File: config.mk
export PLATFORM = sky130hd
export DESIGN_NAME = bfm_ahbl_apb_bridge
export DESIGN_NICKNAME = d
export VERILOG_FILES = /design/src/rtl/bfm_ahbl_apb_bridge.sv
export SDC_FILE = /design/constraint.sdc
export NUM_CORES = 1
export LEC_CHECK = 0
export CORE_MARGIN = 8
export CORE_UTILIZATION = 43
export CTS_BUF_LIST = sky130_fd_sc_hd__clkbuf_16
export CTS_CLUSTER_DIAMETER = 40
export DETAILED_ROUTE_END_ITERATION = 6
export GPL_TIMING_DRIVEN = 0
export PLACE_DENSITY = 0.84
export SKIP_LAST_GASP = 1
export SYNTH_ARGS = -nofsm -noshare
export SYNTH_HDL_FRONTEND = slang
export SYNTH_SLANG_ARGS = --single-unit
File: constraint.sdc
create_clock -name HCLK -period 3.4 [get_ports HCLK]
set_input_delay 0.51 -clock HCLK [delete_from_list [all_inputs] [get_ports HCLK]]
set_output_delay 0.51 -clock HCLK [all_outputs]
set_load 0.01 [all_outputs]
File: src/rtl/bfm_ahbl_apb_bridge.sv
// AHB-Lite slave to APB3 master bridge: one AHB slot, 16 one-hot PSEL lines.
// Define BFM_AHBLAPB_PSLVERR_EN to turn PSLVERR into a two-cycle AHB ERROR response.
//
// state  | meaning
// IDLE   | no transfer pending, zero-wait OKAY
// WAIT   | AHB data phase: HWDATA captured, APB SETUP prepared
// SETUP  | APB SETUP cycle (PSEL=1, PENABLE=0)
// ACCESS | APB ACCESS cycle, held while PREADY=0
// DONE   | transfer complete, OKAY; may accept the next address
// ERR1   | first ERROR cycle (HREADYOUT=0, HRESP=1)
// ERR2   | second ERROR cycle (HREADYOUT=1, HRESP=1), no accept
module bfm_ahbl_apb_bridge #(
  parameter int TPD      = 1,   // output delay belongs to the timed sim view, not modelled here
  parameter int PSEL_LSB = 24
) (
  input  logic        HCLK,
  input  logic        HRESETN,
  input  logic        HSEL,
  input  logic [31:0] HADDR,
  input  logic        HWRITE,
  input  logic [1:0]  HTRANS,
  input  logic [2:0]  HSIZE,
  input  logic [2:0]  HBURST,
  input  logic        HMASTLOCK,
  input  logic [3:0]  HPROT,
  input  logic [31:0] HWDATA,
  input  logic        HREADYIN,
  output logic        HREADYOUT,
  output logic        HRESP,
  output logic [31:0] HRDATA,
  output logic [15:0] PSEL,
  output logic [31:0] PADDR,
  output logic        PWRITE,
  output logic        PENABLE,
  output logic [31:0] PWDATA,
  input  logic [31:0] PRDATA,
  input  logic        PREADY,
  input  logic        PSLVERR
);

  typedef enum logic [2:0] {
    S_IDLE   = 3'd0,
    S_WAIT   = 3'd1,
    S_SETUP  = 3'd2,
    S_ACCESS = 3'd3,
    S_DONE   = 3'd4,
    S_ERR1   = 3'd5,
    S_ERR2   = 3'd6
  } state_e;

  state_e      state_q, state_d;
  logic        hreadyout_q, hreadyout_d;
  logic        hresp_q, hresp_d;
  logic [31:0] hrdata_q, hrdata_d;
  logic [15:0] psel_q, psel_d;
  logic [31:0] paddr_q, paddr_d;
  logic        pwrite_q, pwrite_d;
  logic        penable_q, penable_d;
  logic [31:0] pwdata_q, pwdata_d;

  logic        accept;
  logic        apb_err;
  logic [15:0] psel_dec;
  logic        unused_ok;

  assign accept   = HSEL & HREADYIN & HTRANS[1];
  assign psel_dec = 16'h0001 << paddr_q[PSEL_LSB +: 4];

`ifdef BFM_AHBLAPB_PSLVERR_EN
  assign apb_err = PSLVERR;
`else
  assign apb_err = 1'b0;
`endif

  assign unused_ok = ^{TPD, HSIZE, HBURST, HMASTLOCK, HPROT, HTRANS[0], PSLVERR};

  always_ff @(posedge HCLK or negedge HRESETN) begin
    if (!HRESETN) begin
      state_q <= S_IDLE;
    end else begin
      state_q <= state_d;
    end
  end

  always_comb begin
    state_d = state_q;
    case (state_q)
      S_IDLE:   if (accept) state_d = S_WAIT;
      S_WAIT:   state_d = S_SETUP;
      S_SETUP:  state_d = S_ACCESS;
      S_ACCESS: if (PREADY) state_d = apb_err ? S_ERR1 : S_DONE;
      S_DONE:   state_d = accept ? S_WAIT : S_IDLE;
      S_ERR1:   state_d = S_ERR2;
      S_ERR2:   state_d = S_IDLE;
      default:  state_d = S_IDLE;
    endcase
  end

  // Outputs are computed for the state being entered so every port comes straight from a flop.
  always_comb begin
    hreadyout_d = 1'b1;
    hresp_d     = 1'b0;
    hrdata_d    = hrdata_q;
    psel_d      = psel_q;
    paddr_d     = paddr_q;
    pwrite_d    = pwrite_q;
    penable_d   = penable_q;
    pwdata_d    = pwdata_q;

    case (state_d)
      S_WAIT, S_SETUP, S_ACCESS: hreadyout_d = 1'b0;
      S_ERR1: begin
        hreadyout_d = 1'b0;
        hresp_d     = 1'b1;
      end
      S_ERR2:  hresp_d = 1'b1;
      default: ;
    endcase

    if (((state_q == S_IDLE) || (state_q == S_DONE)) && accept) begin
      paddr_d  = HADDR;
      pwrite_d = HWRITE;
    end

    case (state_q)
      S_WAIT: begin
        pwdata_d  = HWDATA;
        psel_d    = psel_dec;
        penable_d = 1'b0;
      end
      S_SETUP: penable_d = 1'b1;
      S_ACCESS: begin
        if (PREADY) begin
          psel_d    = 16'h0000;
          penable_d = 1'b0;
          if (!pwrite_q) hrdata_d = PRDATA;
        end
      end
      default: ;
    endcase
  end

  always_ff @(posedge HCLK or negedge HRESETN) begin
    if (!HRESETN) begin
      hreadyout_q <= 1'b1;
      hresp_q     <= 1'b0;
      hrdata_q    <= 32'h0;
      psel_q      <= 16'h0;
      paddr_q     <= 32'h0;
      pwrite_q    <= 1'b0;
      penable_q   <= 1'b0;
      pwdata_q    <= 32'h0;
    end else begin
      hreadyout_q <= hreadyout_d;
      hresp_q     <= hresp_d;
      hrdata_q    <= hrdata_d;
      psel_q      <= psel_d;
      paddr_q     <= paddr_d;
      pwrite_q    <= pwrite_d;
      penable_q   <= penable_d;
      pwdata_q    <= pwdata_d;
    end
  end

  assign HREADYOUT = hreadyout_q;
  assign HRESP     = hresp_q;
  assign HRDATA    = hrdata_q;
  assign PSEL      = psel_q;
  assign PADDR     = paddr_q;
  assign PWRITE    = pwrite_q;
  assign PENABLE   = penable_q;
  assign PWDATA    = pwdata_q;

endmodule

==> results of run 1 <==
-- cells in the mapped netlist, types with 3 or more instances --
cell type / instances / share of area, %
mux2_2: 73 / 18
o2bb2ai_1: 8 / 1.5
nand2_1: 4 / 0.33
dfrtp_1: 118 / 65
mux2_1: 24 / 6.0
a22o_1: 6 / 1.2
buf_2: 4 / 0.44
nand2b_1: 3 / 0.41
buf_6: 6 / 1.5
nor2_1: 4 / 0.33
-- registers in the layout, indices dropped and copies added (netlist names) --
name       cells
PADDR         32
PSEL          16
PWDATA        32
state_q        3
HREADYOUT      1
PENABLE        1
HRESP          1
PWRITE         1
HRDATA        32
-- cells in the final DEF, fill, tap and decap left out, types with 6 or more instances in the layout --
cell type,count
a22o_1,6
mux2_1,24
clkdlybuf4s50_1,217
clkbuf_16,17
buf_6,7
mux2_2,73
dfrtp_1,118
o2bb2ai_1,8
-- cell families (layout without fill, tap and decap cells) --
group	count (synthesis)	count (layout)	share of synthesized area, %
simple gates	22	22	3.312
buf+inv	16	265	2.594
mux	97	97	24.10
flops	119	119	65.72
compound gates	24	24	4.278
-- power by group through the flow --
stage / Clock [uW] / Sequential (uW) / Combinational [uW]
4_1_cts: 1670 / 2470 / 3030
2_1_floorplan: 0 / 2740 / 961
3_5_place_dp: 0 / 2490 / 3020
5_1_grt: 1730 / 2550 / 3170
6_report: 1640 / 2460 / 2970
3_3_place_gp: 0 / 2430 / 2940
-- area by class of cell --
class,count,area (sq um),share of cell area [%]
plain buffers,14,110.1,1.477
clock buffers,17,425.4,5.706
clock inverters,13,116.4,1.561
inverters,2,7.507,0.1007
multi-input cells,143,1436,19.27
flip-flops and latches,119,2979,39.96
well taps,136,170.2,2.282
repair buffers,219,2211,29.65
-- through the flow --
stage	power [uW]	hold WS, ns	instances
2_1_floorplan	3704	0.2144	278
3_3_place_gp	5362	0.4680	632
3_5_place_dp	5509	0.4668	633
4_1_cts	7169	0.03506	663
5_1_grt	7453	0.05403	663
6_report	7065	0.03482	663
-- worst max-delay path by stage --
stage | from | end | depth (start not counted) | slack, ns
4_1_cts | HREADYOUT | HREADYOUT | 1 | 1.41
3_5_place_dp | PREADY | HRDATA[24] | 5 | 1.07
2_1_floorplan | PREADY | HRDATA[10] | 4 | 1.78
3_3_place_gp | HRESETN | PWDATA[14] | 1 | -2.55
6_report | HREADYOUT | HREADYOUT | 1 | 1.43
5_1_grt | HREADYOUT | HREADYOUT | 1 | 1.38
-- layer usage --
layer | global-route usage (%) | vias to the layer above | share of wire [%]
li1 | - | 1477 | -
met1 | 19.95 | 1609 | 38
met2 | 32.04 | 134 | 52
met3 | 7.568 | 19 | 7.7
met4 | 7.194 | 0 | 1.8
met5 | 0 | - | 0
==> flow_summary.json, run 1 <==
{
  "seq_area_frac_synth_pct": 65.72,
  "maxCapViolCount": 0,
  "syn-cell-area_sq_um": 4533,
  "pwr-share-clk_pct": 23.2,
  "yosys_most_used_dff": "dfrtp_1",
  "r2r_end": "HRDATA[24]",
  "cts_tree": "done",
  "worst_path_largest_cell_delay_ns": 0.55,
  "seqPwrFrac_pct": 34.8,
  "drive_gt1_share_pct": 22.20,
  "n_antenna_cell": 0,
  "setup_viol": 0,
  "routedWlPerCell_microns": 19.23,
  "power_frac_comb_pct": 42.0,
  "rr_worst_depth": 4,
  "grt_pass1_vias": 3655,
  "detail-route-antenna-nets": 0,
  "area_delta_synth_final_pct": 64.48,
  "crit_chain": "clkdlybuf4s50_1",
  "setup_tns_ns": 0,
  "leakagePower_uw": 0.003140,
  "dp_hpwl_microns": 10060,
  "post-place-ws_ns": 1.073,
  "grtUsageTotal_pct": 18.56,
  "antenna_found_initial": 0,
  "drc": 0,
  "worst-path-buf-inv": 1,
  "ctsResizeCount": 0,
  "synth_edf_count": 0,
  "io_buffer_count": 218,
  "route.vias.total": 3239,
  "crit_slowest_cell": "clkdlybuf4s50_1",
  "finalMaxSlewViolations": 0,
  "rsz0062_at_grt": "no",
  "ys_seq_elements": 119,
  "skew_ns": 0.008107,
  "cts_hold_buffers": 0,
  "grt_max_degree": 74,
  "cts.sinks": 119,
  "end_kind": "output pin",
  "hold_viol_final": 0,
  "postLayoutCellArea_sq_um": 7456,
  "tightest_slew_ns": 0.6893,
  "worstReg2RegStart": "state_q[2]",
  "synth.distinct_cells": 32,
  "cts-root-buf": "clkbuf_16",
  "gp_congestion": 0.7503,
  "dr.pass1.iters": 4,
  "ys_warn_count": 0,
  "relSlewSlack_pct": 53.62,
  "async_flop_share_pct": 100.0,
  "overflow": 0,
  "required_ns": 2.89,
  "row_count": 37,
  "status": "complete, no violations",
  "fin_nets": 632,
  "post-route-util_pct": 72.55,
  "dieArea_sq_um": 14080,
  "critical_path_arrival_ns": 1.46,
  "critPathLaunchType": "flop",
  "period_share_pct": 57.83,
  "place_area_sq_um": 6914,
  "path_delay_family": "buffers and inverters",
  "max_freq_mhz": 508.6,
  "clock_path_buffers": 2,
  "finalWorstSetupSlack_ns": 1.434,
  "core_area_sq_um": 10280,
  "grt_pass1_wl_microns": 20480,
  "h-tree-depth": 4,
  "p_int_uw": 4957,
  "ios": 232,
  "vias_per_cell": 4.885,
  "powerDensity_nw_per_um2": 947.6,
  "start_util_pct": 44.11,
  "cp_max_fo": 1,
  "hold_path_class": "in -> async",
  "synthCells": 278,
  "p_switching_uw": 2108,
  "insertion_delay_ns": 0.40,
  "die_x_microns": 118.7,
  "wl_microns": 12750,
  "drt_iter0_markers": 98,
  "rrSetupSlack_ns": 1.59,
  "fill_cells": 715,
  "vdd_drop_max_mv": 0.4269,
  "synth.avg_cell_area_sq_um": 16.31,
  "path_clk_slew_ns": 0.05,
  "crit_type": "reg -> out",
  "swShare_pct": 29.84,
  "syn_nets": 394,
  "layout_min_cycle_time_ns": 1.966,
  "die_h_microns": 118.7,
  "cts_setup_buffers": 0,
  "cts-buffers-inserted": 17
}
(Power assumes the default switching activity.)
==> run 2: changes to the inputs <==
Settings changed: CORE_UTILIZATION 43 to 40, PLACE_DENSITY 0.84 to 0.79.
Clock period 3.4 ns to 1.9 ns, I/O delays scaled along.
==> flow_summary.json, run 2 (synthesis gave the netlist of run 1 again) <==
{
  "status": "complete, no violations",
  "drive_gt1_share_pct": 22.79,
  "cts_tree": "done",
  "vdd_drop_max_mv": 0.8355,
  "worst_path_largest_cell_delay_ns": 0.45,
  "io_buffer_count": 218,
  "wl_microns": 12240,
  "fin_nets": 634,
  "die_h_microns": 122.5,
  "finalMaxSlewViolations": 0,
  "fill_cells": 867,
  "routedWlPerCell_microns": 18.16,
  "p_total_uw": 12740,
  "grt_pass1_wl_microns": 19310,
  "grtUsageTotal_pct": 16.72,
  "vias_per_cell": 4.754,
  "hold_path_class": "in -> async",
  "cts-root-buf": "clkbuf_16",
  "most-common-layout-cells": "clkdlybuf4s50_1, dfrtp_1, mux2_2, mux2_1, clkbuf_16",
  "crit_type": "reg -> reg",
  "row_count": 39,
  "period_share_pct": 95.34,
  "layout_min_cycle_time_ns": 1.811,
  "core_area_sq_um": 11220,
  "rsz0062_at_grt": "no",
  "path_delay_family": "simple AND/OR/NAND/NOR gates",
  "ios": 232,
  "end_kind": "flop",
  "powerDensity_nw_per_um2": 1695,
  "start_util_pct": 40.39,
  "maxCapViolCount": 0,
  "cts.sinks": 119,
  "dp_cells": 640,
  "route.vias.total": 3204,
  "cp_max_fo": 10,
  "rrSetupSlack_ns": 0.09,
  "grt_pass1_vias": 3595,
  "n_antenna_cell": 0,
  "antenna_found_initial": 0,
  "overflow": 0,
  "critPathLaunchType": "flop",
  "area_delta_synth_final_pct": 65.77,
  "tightest_slew_ns": 0.7532,
  "required_ns": 2.17,
  "gp_congestion": 0.7053,
  "layout_commonest_cell": "clkdlybuf4s50_1",
  "dp_hpwl_microns": 9489,
  "hold_viol_final": 0,
  "die_x_microns": 122.5,
  "dr.pass1.iters": 4,
  "cts-buffers-inserted": 17,
  "clock_path_buffers": 2,
  "drt_iter0_markers": 117,
  "detail-route-antenna-nets": 0,
  "finalNonFillerCells": 674,
  "grt_max_degree": 62,
  "worst-path-buf-inv": 2,
  "crit_slowest_cell": "dfrtp_2",
  "path_clk_slew_ns": 0.05,
  "critical_path_arrival_ns": 2.08,
  "dieArea_sq_um": 15000,
  "setup_viol": 0,
  "relSlewSlack_pct": 49.32,
  "insertion_delay_ns": 0.41,
  "skew_ns": 0.02270,
  "crit_chain": "nand2b_2 -> nor4_4 -> buf_4 -> buf_6 -> mux2_2",
  "leakagePower_uw": 0.003174,
  "h-tree-depth": 4,
  "max_freq_mhz": 552.1,
  "drc": 0
}
-- run 2: path summary, 6_finish.rpt --
| path | from | end | cells past startpoint |
|---|---|---|---|
| max | state_q[2] | HRDATA[12] | 5 |
| max reg2reg | state_q[2] | HRDATA[12] | 5 |
| max in group asynchronous | HRESETN | HREADYOUT | 3 |
| min in group HCLK | PRDATA[26] | HRDATA[26] | 2 |
| min | HRESETN | PWDATA[17] | 2 |
| min reg2reg | HRDATA[3] | HRDATA[3] | 1 |
-- run 2: metal layers --
metal / global-route usage, % / vias to the layer above / part of all wire (%)
li1: - / 1482 / -
met5: 0 / - / 0
met4: 6.017 / 0 / 1.4
met2: 28.90 / 119 / 52
met1: 17.82 / 1590 / 37
met3: 7.360 / 13 / 9.2
-- run 2: area by class of cell --
cell class                      count  area (sq um)  share of cell area [%]
Inverter                            2         7.507                 0.09990
Timing Repair Buffer              221          2228                   29.65
Clock buffer                       17         425.4                   5.661
Clock inverter                     15         145.1                   1.931
Tap cell                          143         178.9                   2.381
Buffer                             14         110.1                   1.465
Sequential cell                   119          2980                   39.66
Multi-Input combinational cell    143          1439                   19.15
-- run 2: power by group --
part / internal, uW / switching (uW) / total, uW / leakage [uW]
clock: 2010 / 1060 / 3070 / 0.000289
sequential: 3740 / 643 / 4380 / 0.00146
combinational: 3270 / 2010 / 5280 / 0.00143
total: 9020 / 3710 / 12700 / 0.00317
-- run 2: worst reg2reg max path: cells and delay by family, from the launching register on --
family        cells  cell delay (ns)
buf+inv           2             0.36
flops             1             0.45
mux               1             0.35
simple gates      2             0.52
-- run 2: repair_timing --
action,CTS,global route
hold endpoints to repair,60,0
buffers inserted,0,1
setup endpoints to repair,0,30
gates resized for setup,0,2
hold buffers,1,0
-- run 2: stage by stage --
stage | utilization, % | area (sq um) | worst slack, ns | TNS, ns | hold slack [ns]
3_5_place_dp | 61.68 | 6923 | -0.2247 | -6.299 | 0.3047
4_1_cts | 66.86 | 7503 | 0.02185 | 0 | 0.4565
6_report | 66.96 | 7515 | 0.08858 | 0 | 0.4253
2_1_floorplan | - | 4533 | 0.3039 | 0 | -0.01059
5_1_grt | 66.96 | 7515 | 0.03723 | 0 | 0.4750
3_3_place_gp | 61.43 | 6894 | -3.924 | -470.16 | 0.4664
==> run 3: changes to the inputs <==
Settings changed: CORE_UTILIZATION 40 to 35, PLACE_DENSITY 0.79 to 0.7.
==> flow_summary.json, run 3 (synthesis gave the netlist of run 1 again) <==
{
  "hold_ws_ns": 0.4122,
  "drc": 0,
  "cp_max_fo": 10,
  "tightest_slew_ns": 0.6970,
  "dp_hpwl_microns": 9705,
  "fill_cells": 1056,
  "clock_path_buffers": 2,
  "path_clk_slew_ns": 0.05,
  "route.vias.total": 3221,
  "hold_viol_final": 0,
  "pwr-share-clk_pct": 24.7,
  "status": "complete, no violations",
  "seqPwrFrac_pct": 33.9,
  "hold_path_class": "in -> async",
  "vdd_drop_max_mv": 0.7982,
  "postLayoutCellArea_sq_um": 7604,
  "row_count": 41,
  "crit_type": "reg -> reg",
  "p_int_uw": 9190,
  "swShare_pct": 28.81,
  "path_delay_family": "simple AND/OR/NAND/NOR gates",
  "start_util_pct": 35.92,
  "layout_min_cycle_time_ns": 1.784,
  "dp_cells": 669,
  "finalNonFillerCells": 707,
  "die_h_microns": 129.8,
  "grtUsageTotal_pct": 15.10,
  "cts.sinks": 119,
  "end_kind": "flop",
  "n_antenna_cell": 0,
  "insertion_delay_ns": 0.41,
  "finalMaxSlewViolations": 0,
  "drt_iter0_markers": 103,
  "place_area_sq_um": 6959,
  "rsz0062_at_grt": "no",
  "gp_congestion": 0.7199,
  "power_frac_comb_pct": 41.4,
  "max_freq_mhz": 560.6,
  "ios": 232,
  "period_share_pct": 93.88,
  "h-tree-depth": 4,
  "drive_gt1_share_pct": 23.36,
  "fin_nets": 638,
  "leakagePower_uw": 0.003210,
  "grt_pass1_wl_microns": 19380,
  "layout_commonest_cell": "clkdlybuf4s50_1",
  "cts-root-buf": "clkbuf_16",
  "crit_slowest_cell": "dfrtp_2",
  "wl_microns": 12490,
  "routedWlPerCell_microns": 17.67,
  "crit_chain": "nand2b_2 -> nor4_4 -> buf_4 -> buf_6 -> mux2_1",
  "post-route-util_pct": 60.25,
  "worst-path-stages": 5,
  "grt_pass1_vias": 3573,
  "dieArea_sq_um": 16850,
  "skew_ns": 0.006607,
  "powerDensity_nw_per_um2": 1698,
  "worst_path_largest_cell_delay_ns": 0.45,
  "cts_tree": "done",
  "required_ns": 2.18,
  "vias_per_cell": 4.556,
  "antenna_found_initial": 0,
  "core_area_sq_um": 12620,
  "die_x_microns": 129.8,
  "maxCapViolCount": 0,
  "p_switching_uw": 3719,
  "setup_tns_ns": 0,
  "critPathLaunchType": "flop",
  "relSlewSlack_pct": 53.10,
  "cts-buffers-inserted": 17,
  "io_buffer_count": 218,
  "setup_viol": 0,
  "detail-route-antenna-nets": 0,
  "rr_worst_depth": 5,
  "worst-path-buf-inv": 2,
  "area_delta_synth_final_pct": 67.73,
  "grt_max_degree": 68,
  "dr.pass1.iters": 4,
  "overflow": 0,
  "most-common-layout-cells": "clkdlybuf4s50_1, dfrtp_1, mux2_2, mux2_1, clkbuf_16",
  "critical_path_arrival_ns": 2.06
}
==> run 3: final cells by class <==
type	count	area [sq um]	share of cell area, %
flip-flops and latches	119	2980	39.20
repair buffers	225	2258	29.70
multi-input cells	143	1439	18.92
clock buffers	17	425.4	5.595
well taps	172	215.2	2.830
clock inverters	15	167.7	2.205
plain buffers	14	110.1	1.448
inverters	2	7.507	0.09873
==> run 3: stage by stage <==
| stage | total power (uW) | setup WS (ns) |
|---|---|---|
| final | 12910 | 0.1163 |
| after detailed placement | 9813 | -0.2101 |
| after CTS | 13070 | 0.005622 |
| after global placement | 9651 | -4.007 |
| after floorplan | 6628 | 0.3039 |
| after global routing | 13640 | 0.02316 |
==> run 3: worst paths after layout <==
path,start,end,slack (ns)
worst min-delay path,HRESETN,PADDR[13],0.41
max in group asynchronous,HRESETN,HREADYOUT,0.79
worst max-delay path,state_q[2],HRDATA[28],0.12
min in group HCLK,PRDATA[21],HRDATA[21],0.48
worst max register to register,state_q[2],HRDATA[28],0.12
worst min register to register,HRDATA[7],HRDATA[7],0.48
==> run 3: repair_timing <==
item / CTS / global route
setup endpoints to repair: 0 / 31
hold buffers: 1 / 0
gates resized for setup: 0 / 2
buffers inserted: 0 / 5
hold endpoints to repair: 52 / 0
==> run 3: power groups by stage <==
stage / Sequential (uW) / Clock, uW / Combinational (uW)
5_1_grt: 4550 / 3390 / 5700
6_report: 4380 / 3180 / 5350
3_5_place_dp: 4430 / 0 / 5380
2_1_floorplan: 4910 / 0 / 1720
3_3_place_gp: 4360 / 0 / 5290
4_1_cts: 4400 / 3260 / 5410
==> run 3: worst reg2reg max path, delay by kind of cell, from the launching register on <==
| kind | cells | cell delay [ns] |
|---|---|---|
| flops | 1 | 0.45 |
| mux | 1 | 0.34 |
| simple gates | 2 | 0.52 |
| buf+inv | 2 | 0.34 |
==> run 3: layer usage <==
metal | vias to the layer above | wire length, microns | GRT usage [%]
li1 | 1496 | - | -
met1 | 1589 | 4608 | 16.08
met2 | 118 | 6540 | 25.67
met3 | 18 | 1139 | 6.691
met4 | 0 | 206 | 6.284
met5 | - | 0 | 0
